### config.mk
export PLATFORM = sky130hd
export DESIGN_NAME = mmio_uart_tx_flat
export DESIGN_NICKNAME = d
export VERILOG_FILES = /design/src/rtl/mmio_uart_tx_if.sv /design/src/rtl/mmio_uart_tx.sv /design/src/flat_wrapper.sv
export SDC_FILE = /design/constraint.sdc
export NUM_CORES = 1
export LEC_CHECK = 0
export CAP_MARGIN = 40
export CORE_MARGIN = 4
export CORE_UTILIZATION = 51
export CTS_BUF_LIST = sky130_fd_sc_hd__clkbuf_8
export DETAILED_ROUTE_END_ITERATION = 10
export GPL_TIMING_DRIVEN = 0
export PLACE_DENSITY_LB_ADDON = 0.25
export SYNTH_ARGS = -nofsm -noshare
export SYNTH_HDL_FRONTEND = slang
export SYNTH_SLANG_ARGS = --single-unit
### constraint.sdc
create_clock -name clk -period 6.7 [get_ports clk]
set_input_delay 1.675 -clock clk [delete_from_list [all_inputs] [get_ports clk]]
set_output_delay 1.675 -clock clk [all_outputs]
set_load 0.01 [all_outputs]
### src/rtl/mmio_uart_tx_if.sv
// Data-memory bus view of the UART transmit peripheral.
// The CPU side (master) drives store strobe, address and store data.
// The peripheral side (slave) returns the window-select flag and read data.
interface mmio_uart_tx_if;
    logic        memwrite;
    logic [31:0] dataadr;
    logic [31:0] writedata;
    logic        sel;
    logic [31:0] rdata;

    modport master (
        output memwrite, dataadr, writedata,
        input  sel, rdata
    );

    modport slave (
        input  memwrite, dataadr, writedata,
        output sel, rdata
    );
endinterface

### src/rtl/mmio_uart_tx.sv
// Memory-mapped UART transmitter for the single-cycle MIPS data bus.
// Register window (8 bytes at BASE_ADDR): +0 TXDATA (write pushes a byte),
// +4 STATUS {28'b0, ovf, busy, full, empty} (write bit 3 = 1 clears ovf).
// Bytes are queued in a small FIFO and sent LSB first as 8N1 frames.
// Optional build macro MMIO_UART_TX_PARITY_EN inserts an even-parity bit
// between the last data bit and the stop bit.
// Bus handshake: a store takes effect on the rising clk edge where
// sel & memwrite; loads are served combinationally from registered state.
// state_dbg exposes the FSM state encoding for observation.
module mmio_uart_tx #(
    parameter logic [31:0] BASE_ADDR    = 32'hFFFF_FF00,
    parameter int          CLKS_PER_BIT = 16,
    parameter int          FIFO_DEPTH   = 4,
    parameter int          FIFO_AW      = 2
) (
    input  logic             clk,
    input  logic             reset,
    mmio_uart_tx_if.slave    bus,
    output logic             tx,
    output logic             busy,
    output logic [2:0]       state_dbg
);

    localparam int BW = (CLKS_PER_BIT > 1) ? $clog2(CLKS_PER_BIT) : 1;
    localparam logic [BW-1:0]      BAUD_LAST = BW'(CLKS_PER_BIT - 1);
    localparam logic [FIFO_AW:0]   CNT_FULL  = (FIFO_AW+1)'(FIFO_DEPTH);

    typedef enum logic [2:0] {
        IDLE   = 3'd0,
        START  = 3'd1,
        DATA   = 3'd2,
        PARITY = 3'd3,
        STOP   = 3'd4
    } state_t;

    state_t             state, state_n;
    logic [BW-1:0]      baud, baud_n;
    logic [2:0]         bit_cnt, bit_n;
    logic [7:0]         data, data_n;
    logic               tx_d;

    logic [7:0]         mem [FIFO_DEPTH];
    logic [FIFO_AW-1:0] wptr, rptr;
    logic [FIFO_AW:0]   count;
    logic               ovf;

    logic empty, full, baud_done;
    logic wr, push_req, stat_wr, pop, push_ok, drop;

    // Address decode and register-window access strobes.
    assign bus.sel   = (bus.dataadr[31:3] == BASE_ADDR[31:3]);
    assign wr        = bus.sel & bus.memwrite;
    assign push_req  = wr & ~bus.dataadr[2];
    assign stat_wr   = wr & bus.dataadr[2];

    assign empty     = (count == '0);
    assign full      = (count == CNT_FULL);
    assign baud_done = (baud == BAUD_LAST);

    // A full FIFO still accepts a byte when the FSM pops in the same cycle.
    assign push_ok   = push_req & (~full | pop);
    assign drop      = push_req & full & ~pop;

    assign busy      = (state != IDLE) | ~empty;
    assign state_dbg = state;

    // Loads: TXDATA reads as zero, STATUS returns the flag word.
    assign bus.rdata = (bus.sel && bus.dataadr[2]) ? {28'b0, ovf, busy, full, empty} : 32'b0;

    // Address LSBs and upper store-data bits carry no meaning here.
    logic unused_bits;
    assign unused_bits = ^{bus.dataadr[1:0], bus.writedata[31:8]};

    // FIFO storage, pointers, occupancy and sticky overflow flag.
    always_ff @(posedge clk or negedge reset) begin
        if (!reset) begin
            wptr  <= '0;
            rptr  <= '0;
            count <= '0;
            ovf   <= 1'b0;
        end else begin
            if (push_ok) begin
                mem[wptr] <= bus.writedata[7:0];
                wptr      <= wptr + 1'b1;
            end
            if (pop) begin
                rptr <= rptr + 1'b1;
            end
            case ({push_ok, pop})
                2'b10:   count <= count + 1'b1;
                2'b01:   count <= count - 1'b1;
                default: count <= count;
            endcase
            // Setting on a drop wins over a same-cycle clear.
            if (drop) begin
                ovf <= 1'b1;
            end else if (stat_wr && bus.writedata[3]) begin
                ovf <= 1'b0;
            end
        end
    end

    // FSM state register plus its counters, byte holder and registered tx.
    always_ff @(posedge clk or negedge reset) begin
        if (!reset) begin
            state   <= IDLE;
            baud    <= '0;
            bit_cnt <= '0;
            data    <= '0;
            tx      <= 1'b1;
        end else begin
            state   <= state_n;
            baud    <= baud_n;
            bit_cnt <= bit_n;
            data    <= data_n;
            tx      <= tx_d;
        end
    end

    // Next-state logic: frame sequencing and baud/bit counting.
    always_comb begin
        state_n = state;
        baud_n  = baud;
        bit_n   = bit_cnt;
        data_n  = data;
        case (state)
            IDLE: begin
                if (pop) begin
                    data_n  = mem[rptr];
                    baud_n  = '0;
                    state_n = START;
                end
            end
            START: begin
                if (baud_done) begin
                    baud_n  = '0;
                    bit_n   = '0;
                    state_n = DATA;
                end else begin
                    baud_n = baud + 1'b1;
                end
            end
            DATA: begin
                if (baud_done) begin
                    baud_n = '0;
                    if (bit_cnt == 3'd7) begin
`ifdef MMIO_UART_TX_PARITY_EN
                        state_n = PARITY;
`else
                        state_n = STOP;
`endif
                    end else begin
                        bit_n = bit_cnt + 1'b1;
                    end
                end else begin
                    baud_n = baud + 1'b1;
                end
            end
            PARITY: begin
                if (baud_done) begin
                    baud_n  = '0;
                    state_n = STOP;
                end else begin
                    baud_n = baud + 1'b1;
                end
            end
            STOP: begin
                if (baud_done) begin
                    baud_n = '0;
                    if (pop) begin
                        data_n  = mem[rptr];
                        state_n = START;
                    end else begin
                        state_n = IDLE;
                    end
                end else begin
                    baud_n = baud + 1'b1;
                end
            end
            default: begin
                state_n = IDLE;
                baud_n  = '0;
            end
        endcase
    end

    // Outputs: FIFO pop request and the line level for the coming cycle.
    always_comb begin
        pop  = ~empty & ((state == IDLE) | ((state == STOP) & baud_done));
        tx_d = 1'b1;
        case (state_n)
            START:   tx_d = 1'b0;
            DATA:    tx_d = data_n[bit_n];
            PARITY:  tx_d = ^data_n;
            default: tx_d = 1'b1;
        endcase
    end

endmodule

### src/flat_wrapper.sv
// flat-port wrapper written by rule: the top's interface ports become plain ports
module mmio_uart_tx_flat 
#(
    parameter logic [31:0] BASE_ADDR    = 32'hFFFF_FF00,
    parameter int          CLKS_PER_BIT = 16,
    parameter int          FIFO_DEPTH   = 4,
    parameter int          FIFO_AW      = 2
)
  (clk, reset, tx, busy, state_dbg, bus_memwrite, bus_dataadr, bus_writedata, bus_sel, bus_rdata);
  mmio_uart_tx_if bus_i ();
  input  logic clk;
  input  logic reset;
  output logic tx;
  output logic busy;
  output logic [2:0] state_dbg;
  input wire logic [$bits(bus_i.memwrite)-1:0] bus_memwrite;
  input wire logic [$bits(bus_i.dataadr)-1:0] bus_dataadr;
  input wire logic [$bits(bus_i.writedata)-1:0] bus_writedata;
  output wire logic [$bits(bus_i.sel)-1:0] bus_sel;
  output wire logic [$bits(bus_i.rdata)-1:0] bus_rdata;
  assign bus_i.memwrite = bus_memwrite;
  assign bus_i.dataadr = bus_dataadr;
  assign bus_i.writedata = bus_writedata;
  assign bus_sel = bus_i.sel;
  assign bus_rdata = bus_i.rdata;
  mmio_uart_tx #(.BASE_ADDR(BASE_ADDR), .CLKS_PER_BIT(CLKS_PER_BIT), .FIFO_DEPTH(FIFO_DEPTH), .FIFO_AW(FIFO_AW)) u_core (.clk(clk), .reset(reset), .bus(bus_i), .tx(tx), .busy(busy), .state_dbg(state_dbg));
endmodule
==> results of run 1 <==
cells by family after synthesis:
logic type | share of synthesized area
buffers and inverters | 0.1003
DFF | 0.5293
muxes | 0.1023
and+or+nand+nor | 0.1063
adders and majority gates | 0.03477
xor gates and xnor gates | 0.05338
other | 0.001212
AOI/OAI and AO/OA | 0.07239
through the flow:
stage          total power [mW]  setup WS [ps]  cells  hold slack (ps)
2_1_floorplan            0.5374           1974    278            478.9
3_3_place_gp             0.5786           1069    403            506.5
3_5_place_dp             0.5857           1012    404            512.5
4_1_cts                  0.8911           1010    420            521.9
5_1_grt                  0.9217          907.1    420            550.3
6_report                 0.8802           1039    420            520.6
layer usage:
| metal | up-vias | wire length [um] | track usage |
|---|---|---|---|
| met5 | - | 0 | 0 |
| met1 | 959 | 2419 | 0.2101 |
| met3 | 12 | 264 | 0.05187 |
| met2 | 40 | 3117 | 0.2901 |
| met4 | 0 | 74 | 0.05612 |
| li1 | 1031 | - | - |
path summary, 6_finish.rpt:
| kind | end | slack, ps | cells after the start |
|---|---|---|---|
| setup / recovery | bus_rdata[1] | 1040 | 7 |
| hold / removal | u_core.count[0] | 520 | 1 |
| setup reg to reg | u_core.count[2] | 3640 | 10 |
| hold reg to reg | u_core.count[0] | 520 | 1 |
| max in group asynchronous | u_core.wptr[1] | 4340 | 2 |
| min in group asynchronous | u_core.state_dbg[0] | 1800 | 1 |
placed cells by master, fill, tap and decap left out, drive strengths merged, types with 2 or more instances in the layout:
cell type      count
o32ai              2
and3               8
mux2               5
clkdlybuf4s50     50
or3                2
nand4              6
nand3b             2
nor3               4
dfrtp             26
ha                 7
nor4               2
mux2i              8
conb              28
a21oi              6
nor2               8
buf               33
nand2             18
clkbuf            11
o22ai              3
nand3              7
xnor2             11
edfxtp            32
o21ai              9
xor2               7
mux4               8
clkinv             2
a31oi              2
o211ai             2
clkinvlp           2
inv               18
power groups by stage:
| stage | registers, mW | clock network, mW | logic [mW] |
|---|---|---|---|
| after floorplan | 0.419 | 0 | 0.119 |
| after global placement | 0.420 | 0 | 0.158 |
| after detailed placement | 0.422 | 0 | 0.164 |
| after CTS | 0.415 | 0.310 | 0.165 |
| after global routing | 0.416 | 0.325 | 0.180 |
| final | 0.415 | 0.301 | 0.164 |
registers in the layout, summed over array words and instances, names as in the netlist:
signal	count
u_core.tx	1
u_core.data	8
u_core.bit_cnt	3
u_core.wptr	2
u_core.count	3
u_core.mem	32
u_core.ovf	1
u_core.rptr	2
u_core.state_dbg	3
u_core.baud	4
critical path: stages:
cell and delay, ps:
clkdlybuf4s50_1 460, nand4_1 100, or4_1 540, nor4_2 350, nand2_1 190, nor2_1 130
clkdlybuf4s50_1 540
layout make-up:
cell class                      instances  area share
Clock inverter                          7     0.01532
Buffer                                 34     0.06252
Timing Repair Buffer                   51      0.1319
Tap cell                               75     0.02344
Clock buffer                            9     0.03095
Inverter                               16     0.01500
Sequential cell                        59      0.4092
Multi-Input combinational cell        169      0.3117
==> results_dict.tcl, run 1 <==
set metrics [dict create \
    status "finished, final reports clean" \
    rr_startpoint "u_core.baud[0]" \
    drt-initial-drc-count 70 \
    combPwrFrac 0.187 \
    hp-start "u_core.count[0]" \
    power.leakage_nw 1.669 \
    crit_type "in2out" \
    drive_above_1_share 0.1913 \
    gr-usage-all-layers 0.1716 \
    ys.flop_type "edfxtp_1" \
    dieHeight_um 85.89 \
    clk_pin_slew_ps 70 \
    rsz0062_at_grt "false" \
    synth_cells 251 \
    hpwlAfterDp_um 4471 \
    cts_setup_buffers 0 \
    wire_per_inst_um 13.99 \
    crit_start "bus_dataadr[23]" \
    final_area_um2 4003 \
    syn-cell-area_um2 3094 \
    p_seq_frac 0.471 \
    layout.nets 415 \
    overflow 0 \
    drc_errors 0 \
    clk_path_buf_depth 2 \
    setup_viol 0 \
    arrival_ps 3990 \
    crit_fanout 5 \
    initial_core_util 0.5226 \
    htree_levels 3 \
    finish.utilization 0.6760 \
    power_density_nw_per_um2 219.9 \
    final.setup.tns_ps 0 \
    synth-edff-count 32 \
    synth_cell_types 48 \
    finalCritPeriodShare 0.8449 \
    io_pins 105 \
    antenna_found_initial 0 \
    finClkSkew_ps 8.708 \
    tightest_slew_ps 802.3 \
    die_w_um 85.89 \
    portBuffers 50 \
    min_path_type "reg2reg" \
    placed_area_um2 3817 \
    cp-start-kind "input pin" \
    multi_input_area_um2 1247 \
    ir_drop_uv 165.5 \
    fp-row-count 28 \
    synthToLayoutAreaGrowth_pct 29.36 \
    n_antenna_cell 0 \
    ys_seq_area_frac 0.5293 \
    synthArstFlopShare 0.4576 \
    worstSetupEndpointType "output pin" \
    synth.most_common_cell "edfxtp_1" \
    fmax_ghz 0.1767 \
    synth_area_leaders "edfxtp_1 (31%), dfrtp_1 (21%), buf_4 (6.8%), mux4_2 (5.8%), ha_1 (2.8%)" \
    place_congestion 0.7806 \
    via_count 2042 \
    timing.final.hold_violations 0 \
    clock_latency_ps 340 \
    regArea_um2 1638 \
    viasPerCell 4.862 \
    numCtsBuffers 9 \
    p_clk_frac 0.342 \
    cts_tree "built" \
    cts_resized 0 \
    grt_max_degree 18 \
    internal_power_mw 0.6615 \
    slew_violations 0 \
    ys_warn_count 0 \
    clock-sinks 59 \
    core_area_um2 5921 \
    postSynthAreaPerCell_um2 12.33 \
    ant_nets 0 \
    crit_required_ps 5030 \
    first_global_vias 2029 \
    grt_first_pass_wirelength_um 9701 \
    slew_headroom 0.4635 \
    cts_hold_buf 0 \
    dieArea_um2 7377 \
    switching_power_mw 0.2188 \
    ys_seq_elements 59 \
    fillerInstances 464 \
    yosys-top-cells-count "edfxtp_1 (32), buf_4 (28), dfrtp_1 (26)" \
    yosysTopAreaCellShare 0.3106 \
    cts_root_buf "clkbuf_8" \
    synth_top_area_cell "edfxtp_1" \
    sw_frac_of_total 0.2485 \
    fin_crit_ps 5661 \
    wl_um 5876 \
    first_pass_iters 6 \
    max_cap_violations 0 \
]
Note: power is estimated with default switching activity, not from simulation.
==> run 2: changes to the inputs <==
--- a/config.mk
+++ b/config.mk
@@ -7,7 +7,7 @@
 export LEC_CHECK = 0
 export CAP_MARGIN = 40
 export CORE_MARGIN = 4
-export CORE_UTILIZATION = 51
+export CORE_UTILIZATION = 47
 export CTS_BUF_LIST = sky130_fd_sc_hd__clkbuf_8
 export DETAILED_ROUTE_END_ITERATION = 10
 export GPL_TIMING_DRIVEN = 0
==> constraint.sdc (replaced) <==
create_clock -name clk -period 5.5 [get_ports clk]
set_input_delay 1.375 -clock clk [delete_from_list [all_inputs] [get_ports clk]]
set_output_delay 1.375 -clock clk [all_outputs]
set_load 0.01 [all_outputs]
==> run 2 against run 1 <==
Critical path depth did not move; global-route usage down 0.86 points; utilization shrank 4.7 points; worst hold slack gained 4.2 ps; clock skew increased by 2.9 ps; critical path type unchanged; cell count grew 0.48%; combinational power rose by 21%; non-clock buffer count unchanged.
==> results_dict.tcl, run 2 (synthesized netlist as in run 1, its figures left out) <==
set metrics [dict create \
    status "finished, final reports clean" \
    wl_um 5913 \
    max_cap_violations 0 \
    cts_setup_buffers 0 \
    arrival_ps 3740 \
    die_w_um 89.14 \
    via_count 2087 \
    setup_viol 0 \
    overflow 0 \
    first_pass_iters 5 \
    grt_max_degree 17 \
    core_area_um2 6386 \
    final.setup.tns_ps 0 \
    worstSetupEndpointType "output pin" \
    drive_above_1_share 0.2000 \
    antenna_found_initial 0 \
    regMostFlops "u_core.mem" \
    first_global_vias 2012 \
    final_area_um2 4019 \
    ir_drop_uv 225.6 \
    crit_type "in2out" \
    clock_latency_ps 330 \
    path_cells "clkdlybuf4s50_1 > nand4_1 > or4_1 > nor4_2 > nand2_1 > nor2_1 > clkdlybuf4s50_1" \
    cpMostUsedCell "clkdlybuf4s50_1" \
    synthToLayoutAreaGrowth_pct 29.88 \
    finalCritPeriodShare 0.9302 \
    fin_crit_ps 5116 \
    power_density_nw_per_um2 272.0 \
    finClkSkew_ps 11.60 \
    initial_core_util 0.4845 \
    slew_violations 0 \
    clk_pin_slew_ps 70 \
    crit_required_ps 4120 \
    rr_startpoint "u_core.baud[0]" \
    cp-start-kind "input pin" \
    cts_resized 0 \
    rsz0062_at_grt "false" \
    timing.final.hold_violations 0 \
    r2r_cells 10 \
    use_met2 0.2833 \
    clk_path_buf_depth 2 \
    cts_tree "built" \
    htree_levels 3 \
    clock-sinks 59 \
    wire_per_inst_um 14.01 \
    crit_start "bus_dataadr[23]" \
    final_common_cell "clkdlybuf4s50_1" \
    place_congestion 0.8053 \
    cts_hold_buf 0 \
    slew_headroom 0.4630 \
    top_usage_layer "met2" \
    grt_use_met1 0.1930 \
    ant_nets 0 \
    fillerInstances 532 \
    hold_path_depth 1 \
    n_antenna_cell 0 \
    drc_errors 0 \
    portBuffers 50 \
    viasPerCell 4.945 \
    hp-start "u_core.count[2]" \
    largestRegisters "u_core.mem: 32 flops, u_core.data: 8 flops, u_core.baud: 4 flops" \
    cts_root_buf "clkbuf_8" \
    tightest_slew_ps 803.0 \
    dieHeight_um 89.14 \
    placed_area_um2 3820 \
    numCtsBuffers 9 \
    fp-row-count 29 \
    fmax_ghz 0.1955 \
    gr-usage-all-layers 0.1630 \
    layout.nets 415 \
    min_path_type "reg2reg" \
    gr-usage-met3 0.05530 \
    crit_fanout 5 \
    dieArea_um2 7946 \
    grt_first_pass_wirelength_um 9646 \
    largest_register_ffs 32 \
    cpPeakStageDelay_ps 550 \
    cpMaxStageDelayCell "or4_1" \
    power.leakage_nw 1.677 \
    mostFrequentLayoutCells "clkdlybuf4s50_1 (50), edfxtp_1 (32), buf_4 (28), conb_1 (28), dfrtp_1 (26)" \
    io_pins 105 \
    hpwlAfterDp_um 4527 \
    drt-initial-drc-count 82 \
]
run 2: changes by cell type in the layout (fill, tap and decap cells not counted):
cell / delta
clkinv_4: +2
clkinvlp_4: -2
inv_1: -2
inv_6: +2
clkinv_1: -1
clkinv_2: +1
run 2: routing by layer:
metal	part of all wire	vias to the layer above
met5	0	-
met4	0.0068	0
met3	0.056	4
met2	0.53	58
met1	0.41	994
li1	-	1031
run 2: power breakdown:
| part | internal (mW) | switching, mW |
|---|---|---|
| clock | 0.212 | 0.177 |
| sequential | 0.490 | 0.0145 |
| combinational | 0.112 | 0.0875 |
run 2: cell type report:
cell class	instances	area, um2	share of cell area
flip-flops and latches	59	1638	0.4075
multi-input cells	169	1247	0.3104
repair buffers	51	528.0	0.1314
plain buffers	34	250.2	0.06227
clock buffers	9	123.9	0.03082
well taps	77	96.34	0.02397
clock inverters	7	75.07	0.01868
inverters	16	60.06	0.01494
run 2: through the flow:
step | setup WS (ps) | std cells | hold WS, ps | total power, mW | util
final | 384.0 | 422 | 524.9 | 1.093 | 0.6293
after global routing | 259.2 | 422 | 541.9 | 1.147 | 0.6293
after CTS | 386.0 | 422 | 526.0 | 1.106 | 0.6293
after detailed placement | 375.4 | 406 | 511.8 | 0.7119 | 0.5982
after global placement | 421.9 | 405 | 508.8 | 0.7045 | 0.5938
after floorplan | 1374 | 278 | 478.9 | 0.6547 | -
run 2: worst paths after layout:
check,to,slack (ps)
min in group asynchronous,u_core.wptr[1],1500
max reg2reg,u_core.count[2],2530
min reg2reg,u_core.count[2],520
max in group asynchronous,u_core.tx,3350
min,u_core.count[2],520
max,bus_rdata[3],380
run 2: critical path: cells and delay by family:
family,cells,cell delay [ps]
buffers and inverters,2,1000
AND/OR/NAND/NOR,5,1360
==> run 3: changes to the inputs <==
--- a/config.mk
+++ b/config.mk
@@ -5,6 +5,7 @@
 export SDC_FILE = /design/constraint.sdc
 export NUM_CORES = 1
 export LEC_CHECK = 0
+export ABC_CLOCK_PERIOD_IN_PS = 5500
 export CAP_MARGIN = 40
 export CORE_MARGIN = 4
 export CORE_UTILIZATION = 47
==> results of run 3 <==
Same layout as run 2: the final DEF is identical, and so are final timing and power.
